File: config.mk
export PLATFORM = sky130hd
export DESIGN_NAME = cic_dec_ctrl_flat
export DESIGN_NICKNAME = d
export VERILOG_FILES = /design/src/rtl/cic_pkg.sv /design/src/rtl/cic_dec_ctrl_if.sv /design/src/rtl/cic_bitgain_lut.sv /design/src/rtl/cic_dec_ctrl.sv /design/src/flat_wrapper.sv
export SDC_FILE = /design/constraint.sdc
export NUM_CORES = 1
export LEC_CHECK = 0
export ABC_CLOCK_PERIOD_IN_PS = 24800
export CORE_MARGIN = 5
export CORE_UTILIZATION = 60
export DETAILED_ROUTE_END_ITERATION = 8
export DONT_BUFFER_PORTS = 1
export PLACE_DENSITY = 0.83
export SETUP_SLACK_MARGIN = 0.15
export SLEW_MARGIN = 20
export SYNTH_ARGS = -nofsm -noshare
export SYNTH_HDL_FRONTEND = slang
export SYNTH_SLANG_ARGS = --single-unit
File: constraint.sdc
create_clock -name clock -period 24.8 [get_ports clock]
set_input_delay 3.72 -clock clock [delete_from_list [all_inputs] [get_ports clock]]
set_output_delay 3.72 -clock clock [all_outputs]
set_load 0.02 [all_outputs]
File: src/rtl/cic_pkg.sv
// Shared CIC definitions: stage count, rate limits, controller state encoding,
// rate clamp and the bitgain table (ceil(N*log2(decimation))).
// Used by the decimator controller and reusable by the shifter/interpolator side.
package cic_pkg;

  localparam int N          = 4;
  localparam int MAXBITGAIN = 28;
  localparam int MINRATE    = 3;
  localparam int MAXRATE    = 127;

  typedef enum logic [1:0] {
    IDLE  = 2'd0,
    FLUSH = 2'd1,
    FILL  = 2'd2,
    RUN   = 2'd3
  } state_t;

  // Clamp a rate register value (decimation minus one) into the legal range.
  function automatic logic [7:0] rate_clamp(input logic [7:0] r);
    if (r < 8'(MINRATE)) return 8'(MINRATE);
    if (r > 8'(MAXRATE)) return 8'(MAXRATE);
    return r;
  endfunction

  // Smallest k with 2^k >= dec^N, i.e. ceil(N*log2(dec)). Only meaningful for N=4
  // and dec <= 128, where dec^4 fits in 32 bits.
  function automatic logic [4:0] bitgain(input logic [7:0] dec);
    logic [31:0] p;
    logic [4:0]  g;
    p = 32'(dec) * 32'(dec) * 32'(dec) * 32'(dec);
    g = 5'(MAXBITGAIN);
    for (int k = MAXBITGAIN; k >= 0; k--)
      if (p <= (32'd1 << k)) g = 5'(k);
    return g;
  endfunction

endpackage

File: src/rtl/cic_dec_ctrl_if.sv
// Control/status bundle between the register bank side (master) and the
// decimation controller (slave).
//   enable, rate, strobe_in                          : master -> controller
//   strobe_out, valid_out, clear_pipe, shift, busy   : controller -> master/datapath
interface cic_dec_ctrl_if;
  logic       enable;
  logic [7:0] rate;
  logic       strobe_in;
  logic       strobe_out;
  logic       valid_out;
  logic       clear_pipe;
  logic [4:0] shift;
  logic       busy;

  modport master (output enable, rate, strobe_in,
                  input  strobe_out, valid_out, clear_pipe, shift, busy);
  modport slave  (input  enable, rate, strobe_in,
                  output strobe_out, valid_out, clear_pipe, shift, busy);
endinterface

File: src/rtl/cic_bitgain_lut.sv
// Combinational bitgain lookup: rate (decimation minus one, already clamped to
// MINRATE..MAXRATE) -> output shifter select.
//   rate : in  8  clamped rate register value
//   gain : out 5  ceil(N*log2(rate+1))
module cic_bitgain_lut
  import cic_pkg::*;
(
  input  logic [7:0] rate,
  output logic [4:0] gain
);
  // rate <= MAXRATE, so rate+1 never wraps.
  assign gain = bitgain(rate + 8'd1);
endmodule

File: src/rtl/cic_dec_ctrl.sv
// Sequencer for one CIC decimation channel: owns the decimation counter,
// issues the integrator/comb clear on enable or rate change, suppresses the
// first N output strobes while the comb pipeline refills, and registers the
// output shifter select.
//   clock, reset : system clock, synchronous active-high reset
//   bus (slave)  : enable/rate/strobe_in in; strobe_out/valid_out/clear_pipe/shift/busy out
module cic_dec_ctrl
  import cic_pkg::*;
(
  input  logic          clock,
  input  logic          reset,
  cic_dec_ctrl_if.slave bus
);

  localparam int FW = $clog2(N + 1);

  state_t          state;
  logic [7:0]      rate_r;
  logic [7:0]      cnt;
  logic [FW-1:0]   fill;
  logic [7:0]      rate_eff;
  logic [4:0]      gain;
  logic            fire;

  assign rate_eff = rate_clamp(bus.rate);

  cic_bitgain_lut u_lut (.rate(rate_eff), .gain(gain));

  // Terminal count on a qualified input; still evaluated on a cycle that leaves
  // FILL/RUN so a strobe already due goes out (with valid_out held low).
  assign fire = ((state == FILL) || (state == RUN)) && bus.strobe_in && (cnt == 8'd0);

  always_ff @(posedge clock) begin
    if (reset) begin
      state          <= IDLE;
      bus.strobe_out <= 1'b0;
      bus.valid_out  <= 1'b0;
      bus.clear_pipe <= 1'b1;
      bus.shift      <= 5'(MAXBITGAIN);
      bus.busy       <= 1'b1;
      cnt            <= '0;
      fill           <= '0;
      rate_r         <= 8'(MINRATE);
    end else begin
      bus.strobe_out <= fire;
      bus.valid_out  <= 1'b0;
      case (state)
        IDLE: begin
          bus.clear_pipe <= 1'b1;
          bus.busy       <= 1'b1;
          if (bus.enable) state <= FLUSH;
        end
        FLUSH: begin
          // Single-cycle clear; strobe_in is ignored here.
          rate_r         <= rate_eff;
          bus.shift      <= gain;
          cnt            <= rate_eff;
          fill           <= '0;
          bus.clear_pipe <= 1'b0;
          bus.busy       <= 1'b1;
          state          <= FILL;
        end
        default: begin
          if (!bus.enable) begin
            state          <= IDLE;
            bus.clear_pipe <= 1'b1;
            bus.busy       <= 1'b1;
          end else if (rate_eff != rate_r) begin
            state          <= FLUSH;
            bus.clear_pipe <= 1'b1;
            bus.busy       <= 1'b1;
          end else begin
            bus.clear_pipe <= 1'b0;
            bus.busy       <= (state != RUN);
            if (bus.strobe_in) begin
              if (cnt == 8'd0) begin
                cnt           <= rate_r;
                bus.valid_out <= (state == RUN);
                if (state == FILL) begin
                  fill <= fill + 1'b1;
                  // The N-th suppressed strobe completes the refill.
                  if (fill == FW'(N - 1)) begin
                    state    <= RUN;
                    bus.busy <= 1'b0;
                  end
                end
              end else begin
                cnt <= cnt - 8'd1;
              end
            end
          end
        end
      endcase
    end
  end

endmodule
File: src/flat_wrapper.sv
// flat-port wrapper written by rule: the top's interface ports become plain ports
module cic_dec_ctrl_flat import cic_pkg::*;
  (clock, reset, bus_enable, bus_rate, bus_strobe_in, bus_strobe_out, bus_valid_out, bus_clear_pipe, bus_shift, bus_busy);
  cic_dec_ctrl_if bus_i ();
  input  logic clock;
  input  logic reset;
  input wire logic [$bits(bus_i.enable)-1:0] bus_enable;
  input wire logic [$bits(bus_i.rate)-1:0] bus_rate;
  input wire logic [$bits(bus_i.strobe_in)-1:0] bus_strobe_in;
  output wire logic [$bits(bus_i.strobe_out)-1:0] bus_strobe_out;
  output wire logic [$bits(bus_i.valid_out)-1:0] bus_valid_out;
  output wire logic [$bits(bus_i.clear_pipe)-1:0] bus_clear_pipe;
  output wire logic [$bits(bus_i.shift)-1:0] bus_shift;
  output wire logic [$bits(bus_i.busy)-1:0] bus_busy;
  assign bus_i.enable = bus_enable;
  assign bus_i.rate = bus_rate;
  assign bus_i.strobe_in = bus_strobe_in;
  assign bus_strobe_out = bus_i.strobe_out;
  assign bus_valid_out = bus_i.valid_out;
  assign bus_clear_pipe = bus_i.clear_pipe;
  assign bus_shift = bus_i.shift;
  assign bus_busy = bus_i.busy;
  cic_dec_ctrl u_core (.clock(clock), .reset(reset), .bus(bus_i));
endmodule
==> results of run 1 <==
-- critical path: cells and delay by family --
family | cells | cell delay [ns]
adders and majority gates | 15 | 6.82
AOI/OAI and AO/OA | 19 | 4.31
and+or+nand+nor | 13 | 3.73
xor gates and xnor gates | 3 | 1.26
buffers and inverters | 9 | 1.11
-- state kept, by name, indices dropped and copies added, names as in the netlist --
| register | count |
|---|---|
| u_core.fill | 3 |
| u_core.bus.clear_pipe | 1 |
| u_core.bus.shift | 5 |
| u_core.bus.strobe_out | 1 |
| u_core.bus.valid_out | 1 |
| u_core.bus.busy | 1 |
| u_core.rate_r | 8 |
| u_core.state | 2 |
| u_core.cnt | 8 |
-- cell type report --
cell class | count | area (um2)
Tap cell | 285 | 357
Inverter | 286 | 1070
Multi-Input combinational cell | 1382 | 12000
Sequential cell | 30 | 601
Clock buffer | 6 | 139
Timing Repair Buffer | 15 | 113
Fill cell | 1952 | 8380
Clock inverter | 1 | 30.0
-- Yosys cell counts, types with 4 or more instances --
cell type / number
a211oi_1: 18
a21o_1: 12
a21oi_1: 85
a31o_2: 6
a31oi_1: 8
and2_1: 37
and3_1: 11
clkbuf_1: 62
dfxtp_1: 30
fa_1: 232
ha_1: 132
inv_1: 286
mux2i_1: 7
nand2_1: 143
nand2b_1: 31
nand3_1: 32
nand4_1: 13
nor2_1: 246
nor2b_1: 13
nor3_1: 28
nor3b_1: 4
nor4_1: 12
o211ai_1: 12
o21a_1: 8
o21ai_0: 50
o21ai_1: 4
o21bai_1: 16
o22ai_1: 7
o31ai_1: 13
o41ai_1: 4
or2_2: 41
or3_1: 10
or4_1: 5
xnor2_1: 51
xor2_1: 29
-- kinds of logic after synthesis --
group	synth area share
xor gates and xnor gates	0.0505
AOI/OAI and AO/OA	0.133
other	0.000541
and+or+nand+nor	0.218
adders and majority gates	0.453
DFF	0.0433
buffers and inverters	0.0961
muxes	0.00505
-- worst paths after layout --
path,start,endpoint,slack (ns),depth (start not counted)
setup / recovery,bus_rate[3],u_core.bus.shift[0]$_SDFFE_PP0P_,3.99,59
hold / removal,u_core.fill[1]$_SDFFE_PP0P_,u_core.fill[1]$_SDFFE_PP0P_,0.47,2
hold reg to reg,u_core.fill[1]$_SDFFE_PP0P_,u_core.fill[1]$_SDFFE_PP0P_,0.47,2
setup reg to reg,u_core.state[1]$_SDFFE_PP0P_,u_core.bus.shift[0]$_SDFFE_PP0P_,21.94,6
-- metrics by stage --
step                setup WS, ns  hold WS, ns  std cells
finish                      3.99        0.468       2005
global route                2.87        0.490       2005
CTS                         4.11        0.471       2005
detailed placement          3.92        0.462       1998
global placement            4.27        0.453       1998
floorplan                   5.60        0.450       1765
-- per-layer routing --
metal	GRT usage	vias up	wire length, um
met5	0	-	0
met4	0.0592	0	727
met3	0.0368	70	2420
met2	0.467	456	16400
met1	0.363	5898	14200
li1	-	5571	-
==> flow_summary.toml, run 1 <==
[clock_tree]
cts.hold.buffers_added = 0
numCtsBuffers = 5
clock_tree.root_cell = "clkbuf_16"
cts_tree = "built"
ctsResizeCount = 0
worstSkewPairLatency_ns = 0.27
clock-sinks = 30
clkTransAtPathRegs_ns = 0.05
htreeDepth = 2
cts_max_path_buffers = 2
cts_setup_buffers = 0

[timing]
max_freq_mhz = 48.1
period_needed_ns = 20.81
relSlewSlack = 0.383
fin_setup_tns_ns = 0
finalHoldViolCount = 0
slew_violations = 0
fin_crit_sh = 0.839
finalClockSkew_ns = 0.00509
rsz0062_at_grt = "no"
setup-violations-final = 0
worst_slew_pin_slew_ns = 0.926

[floorplan]
num_rows = 55
die-area_um2 = 26300
dieWidth_um = 162
start_util = 0.611
die_height_um = 162
core_area_um2 = 22700
pin_count = 21

[setup_path]
path_max_fanout = 30
cp_common_cell = "fa_1"
cpMaxStageDelayCell = "or4b_1"
crit_path_max_incr_delay_ns = 0.63
critPathCaptureType = "register"
cp_data_arrival_time_ns = 20.99
critical_path.startpoint_type = "input port"
critical_path_class = "in2reg"
worstPathRequired_ns = 24.98

[synthesis]
synthCells = 1756
ys.flop_type = "dfxtp_1"
syn_avg_cell_area_um2 = 7.91
async_flop_share = 0
yosys.area.top_type = "fa_1"
synth-edff-count = 0
syn_area_um2 = 13900
synth.distinct_cells = 72
ys_ff_latch = 30
synth_top_area_frac = 0.334
yosys_warnings = 0
ys_seq_area_frac = 0.0433
ys_top_cells_by_area = "fa_1 33%, ha_1 12%, inv_1 7.7%, nor2_1 6.6%, dfxtp_1 4.3%"

[placement]
io_buffers = 0
placed_area_um2 = 14200
place_congestion = 0.912
dpl.hpwl_um = 26800

[final_layout]
post-route-util = 0.631
layout_commonest_cell = "inv_1"
nNetsFinal = 2096
layout_common_cells = "286 x inv_1, 245 x nor2_1, 232 x fa_1"
design_area_um2 = 14300
drive_gt1_frac = 0.0506
area_delta_synth_final_pct = 3.18
antenna-diode-count = 0

[drt]
drt_iter0_drc = 1079
drc = 0
wire_per_inst_um = 16.8
drt_wl_total_um = 33700
drt_pre_antenna_iters = 5
via_per_inst = 5.98
ant_nets = 0
vias = 11995

[run_status]
run_status = "complete, no violations"

[hold_path]
hold_class = "reg2reg"

[grt]
antenna_found_initial = 0
grt_overflow = 0
grt_pass1_vias = 12334
grt_start_max_net_pins = 37
grt_first_pass_wirelength_um = 59500
grt_use_total = 0.269

[flow_run]
max_cap_viol_count = 0
Power of run 1 is left out: the tool's default activity adds up to more than one toggle a clock period on the data nets, which glitch-free logic cannot reach.
==> inputs of run 2 (changes only) <==
ABC_CLOCK_PERIOD_IN_PS = 17600   (was 24800)
PLACE_DENSITY = 0.86   (was 0.83)
clock period = 17.6 ns   (was 24.8 ns; I/O delays follow)
==> run 2 against run 1 <==
  * Clock skew is 0.0015 ns higher
  * Count of clock-buffer cells in the layout is the same
  * Sequential cell count stayed put
  * Register-to-register slack lost 7.1 ns
  * Die area unchanged
  * Setup slack worse by 3.5 ns
  * Sequential share of layout area shrank 0.39 points
  * Final area rose by 10%
  * Non-clock buffer count rose by 82
  * Largest cell class unchanged
==> flow_summary.toml, run 2 (synthesis results as in run 1) <==
[floorplan]
dieWidth_um = 162
core_area_um2 = 22700
start_util = 0.611
die_height_um = 162
num_rows = 55
pin_count = 21
die-area_um2 = 26300

[final_layout]
top_regs = "u_core.cnt: 8 flops, u_core.rate_r: 8 flops, u_core.bus.shift: 5 flops"
layout_common_cells = "280 x inv_1, 234 x nor2_1, 231 x fa_1"
antenna-diode-count = 0
multi_input_area_um2 = 12800
post-route-util = 0.696
nNetsFinal = 2178
seqCellArea_um2 = 601
nFillCells = 1648
area_delta_synth_final_pct = 13.8
drive_gt1_frac = 0.153
layout_commonest_cell = "inv_1"

[drt]
drt_wl_total_um = 37300
drc = 0
wire_per_inst_um = 17.9
drt_iter0_drc = 1179
drt_pre_antenna_iters = 6
ant_nets = 0
vias = 12637
via_per_inst = 6.05

[grt]
grt_overflow = 0
grt_first_pass_wirelength_um = 61800
grt_pass1_vias = 13250
grt_use_total = 0.280
grt_start_max_net_pins = 36
antenna_found_initial = 0

[clock_tree]
clock-sinks = 30
clock_tree.root_cell = "clkbuf_16"
clkTransAtPathRegs_ns = 0.05
worstSkewPairLatency_ns = 0.28
cts_tree = "built"
numCtsBuffers = 5
cts_max_path_buffers = 2
htreeDepth = 2

[hold_path]
hold_depth = 2
hold_path_end = "u_core.fill[1]$_SDFFE_PP0P_"
hold_class = "reg2reg"
hold_start = "u_core.fill[1]$_SDFFE_PP0P_"

[setup_path]
path_max_fanout = 25
timing.rr.start = "u_core.rate_r[2]$_SDFFE_PP0P_"
cpMaxStageDelayCell = "fa_1"
critPathCaptureType = "register"
cp_common_cell = "fa_1"
cp_data_arrival_time_ns = 17.33
worstPathRequired_ns = 17.78
crit_path_max_incr_delay_ns = 0.59
critical_path.startpoint_type = "input port"
ff2ff_path_depth = 10
r2r-end = "u_core.cnt[1]$_SDFFE_PP0P_"
r2r_setup_slack_ns = 14.84
critical_path_class = "in2reg"

[placement]
place_congestion = 0.928
dp_slack_ns = -0.323
io_buffers = 0
dpl.hpwl_um = 28800

[timing]
hold_ws_ns = 0.473
fin_crit_sh = 0.974
finalClockSkew_ns = 0.00661
worst_slew_pin_slew_ns = 0.947
slew_violations = 0
max_freq_mhz = 58.3
setup-violations-final = 0
period_needed_ns = 17.15
finalHoldViolCount = 0
fin_ws_ns = 0.453
relSlewSlack = 0.367

[flow_run]
max_cap_viol_count = 0

[run_status]
run_status = "complete, no violations"
==> run 2: area by class of cell <==
| class | instances | share of cell area |
|---|---|---|
| sequential | 30 | 0.0380 |
| inverter | 286 | 0.0681 |
| clock buffer | 6 | 0.00879 |
| clock inverter | 2 | 0.000792 |
| multi-input combinational | 1382 | 0.812 |
| timing repair buffer | 97 | 0.0500 |
| tap | 285 | 0.0226 |
==> run 2: metrics by stage <==
step / area [um2] / std cells / setup TNS [ns]
after floorplan: 14100 / 1765 / 0
after global placement: 14800 / 2056 / -0.160
after detailed placement: 14800 / 2056 / -0.619
after CTS: 15000 / 2067 / 0
after global routing: 15800 / 2088 / -0.0546
final: 15800 / 2088 / 0
==> run 2: worst max-delay path by stage <==
| stage | to | slack (ns) | startpoint |
|---|---|---|---|
| 6_report | u_core.bus.shift[0]$_SDFFE_PP0P_ | 0.45 | bus_rate[3] |
| 5_1_grt | u_core.bus.shift[0]$_SDFFE_PP0P_ | -0.05 | bus_rate[3] |
| 4_1_cts | u_core.bus.shift[0]$_SDFFE_PP0P_ | 0.22 | bus_rate[3] |
| 3_5_place_dp | u_core.bus.shift[0]$_SDFFE_PP0P_ | -0.32 | bus_rate[3] |
| 3_3_place_gp | u_core.bus.shift[0]$_SDFFE_PP0P_ | -0.12 | bus_rate[3] |
| 2_1_floorplan | u_core.bus.shift[0]$_SDFFE_PP0P_ | 0.16 | bus_rate[2] |
==> run 2: what timing repair did <==
item	in CTS	in global routing
pin swaps	7	65
hold buffers	0	0
gates resized for setup	12	115
endpoints found under the setup margin	2	5
buffers inserted	3	20
endpoints found under the hold margin	0	0
cloned	0	1
==> run 2: per-layer routing <==
| layer | GRT usage | share of wire |
|---|---|---|
| met3 | 0.0396 | 0.083 |
| met4 | 0.0988 | 0.030 |
| met1 | 0.367 | 0.39 |
| met2 | 0.479 | 0.50 |
| met5 | 0 | 0 |
==> run 2: critical path: cells and delay by family <==
family	cells	cell delay, ns
AO/OA/AOI/OAI	20	3.72
XOR/XNOR	2	0.34
adder cells (fa/ha/maj)	16	6.83
buffers and inverters	7	0.80
AND/OR/NAND/NOR	12	3.01
Power of run 2 is left out for the same reason.
==> inputs of run 3 (changes only) <==
ABC_CLOCK_PERIOD_IN_PS = 14100   (was 17600)
CORE_ASPECT_RATIO = 1.25   (was default)
clock period = 14.1 ns   (was 17.6 ns; I/O delays follow)
==> run 3 against run 2 <==
  * The flow now finishes with violations (DRC, setup timing)
  * Via count rose by 30%
  * Final cell count rose by 15%
  * Global-route usage rose by 13 points
  * Sequential cell count did not move
  * Critical path type unchanged
  * First-iteration DRC count rose by 110%
  * Register-to-register slack got worse by 3.8 ns
==> flow_summary.toml, run 3 (synthesis results as in run 1) <==
[run_status]
run_status = "complete, but fails checks"
violations = "DRC, setup timing"

[timing]
relSlewSlack = 0.115
fin_ws_ns = -3.93
rsz0062_at_grt = "yes"
finalHoldViolCount = 0
fin_crit_sh = 1.28
fin_setup_tns_ns = -18.96
slew_violations = 0
hold_ws_ns = 0.501
period_needed_ns = 18.03
max_freq_mhz = 55.5
finalClockSkew_ns = 0.00809
setup-violations-final = 5
worst_slew_pin_slew_ns = 1.32

[grt]
grt_start_max_net_pins = 36
grt_first_pass_wirelength_um = 86400
grt_pass1_vias = 17119
antenna_found_initial = 1
grt_use_total = 0.408
grt_overflow = 0

[hold_path]
hold_class = "reg2reg"
hold_start = "u_core.rate_r[4]$_SDFFE_PP0P_"

[setup_path]
cp_data_arrival_time_ns = 18.21
timing.rr.start = "u_core.rate_r[2]$_SDFFE_PP0P_"
critical_path_class = "in2reg"
critPathLaunch = "bus_rate[2]"
critical_path.startpoint_type = "input port"
path_max_fanout = 10
cpMaxStageDelayCell = "fa_1"
cp_common_cell = "fa_1"
critPathCaptureType = "register"
worstPathRequired_ns = 14.28
crit_path_max_incr_delay_ns = 0.72

[floorplan]
die_height_um = 180
num_rows = 62
start_util = 0.607
core_area_um2 = 22900
pin_count = 21
dieWidth_um = 146
die-area_um2 = 26300

[clock_tree]
worstSkewPairLatency_ns = 0.28
htreeDepth = 2
cts.hold.buffers_added = 0
cts_max_path_buffers = 2
clkTransAtPathRegs_ns = 0.05
numCtsBuffers = 5
clock-sinks = 30
clock_tree.root_cell = "clkbuf_16"
cts_tree = "built"

[placement]
dpl.hpwl_um = 36600
place_congestion = 0.944
io_buffers = 0

[drt]
via_per_inst = 6.87
vias = 16436
drt_wl_total_um = 64400
ant_nets = 0
drt_iter0_drc = 2526
drc = 44
wire_per_inst_um = 26.9
drt_pre_antenna_iters = 9

[final_layout]
top_regs = "u_core.cnt: 8 flops, u_core.rate_r: 8 flops, u_core.bus.shift: 5 flops"
area_delta_synth_final_pct = 33.4
nFillCells = 1097
layout_commonest_cell = "buf_4"
nNetsFinal = 2480
layout_common_cells = "382 x buf_4, 262 x inv_1, 230 x fa_1"
drive_gt1_frac = 0.305
antenna-diode-count = 0

[flow_run]
max_cap_viol_count = 0
## run 3: changes by cell type in the layout (fill, tap and decap cells not counted), moves of 10 or more
cell,change
buf_6,+11
inv_1,-18
inv_2,+17
ha_4,+10
buf_4,+292
nor2_1,-11
## run 3: layout make-up
type	instances	area (um2)	area share
well taps	288	360	0.0195
repair buffers	399	3090	0.167
multi-input cells	1382	13200	0.714
inverters	286	1080	0.0584
clock inverters	1	30.0	0.00162
clock buffers	6	139	0.00750
flip-flops and latches	30	601	0.0324
## run 3: worst paths after layout
path	to	slack (ns)	cells past startpoint
setup / recovery	u_core.bus.shift[2]$_SDFFE_PP1P_	-3.93	64
hold / removal	u_core.rate_r[4]$_SDFFE_PP0P_	0.50	2
setup reg to reg	u_core.cnt[1]$_SDFFE_PP0P_	11.07	10
hold reg to reg	u_core.rate_r[4]$_SDFFE_PP0P_	0.50	2
## run 3: timing repair
| action | in CTS | in global routing |
|---|---|---|
| gates resized for setup | 109 | 66 |
| buffers inserted | 31 | 23 |
| setup endpoints to repair | 5 | 5 |
| pin swaps | 86 | 45 |
| gates cloned | 0 | 1 |
## run 3: layer usage
| layer | track usage | up-vias | routed length [um] |
|---|---|---|---|
| met4 | 0.351 | 6 | 8940 |
| met5 | 0 | - | 144 |
| met1 | 0.411 | 7451 | 18000 |
| met3 | 0.111 | 911 | 9840 |
| li1 | - | 6349 | - |
| met2 | 0.693 | 1719 | 27400 |
## run 3: critical path, delay by kind of cell
family | cells | cell delay (ns)
adders and majority gates | 14 | 6.44
buffers and inverters | 17 | 2.03
xor gates and xnor gates | 4 | 0.58
AOI/OAI and AO/OA | 17 | 4.02
and+or+nand+nor | 12 | 2.98
## run 3: per-stage QoR
step	std cells	cell area [um2]	worst slack, ns	utilization
after floorplan	1765	14500	-2.27	-
after global placement	2330	17000	-2.23	0.744
after global routing	2392	18500	-4.17	0.809
after detailed placement	2330	17000	-2.85	0.744
final	2392	18500	-3.93	0.809
after CTS	2368	18000	-1.98	0.787
Power of run 3 is left out for the same reason.
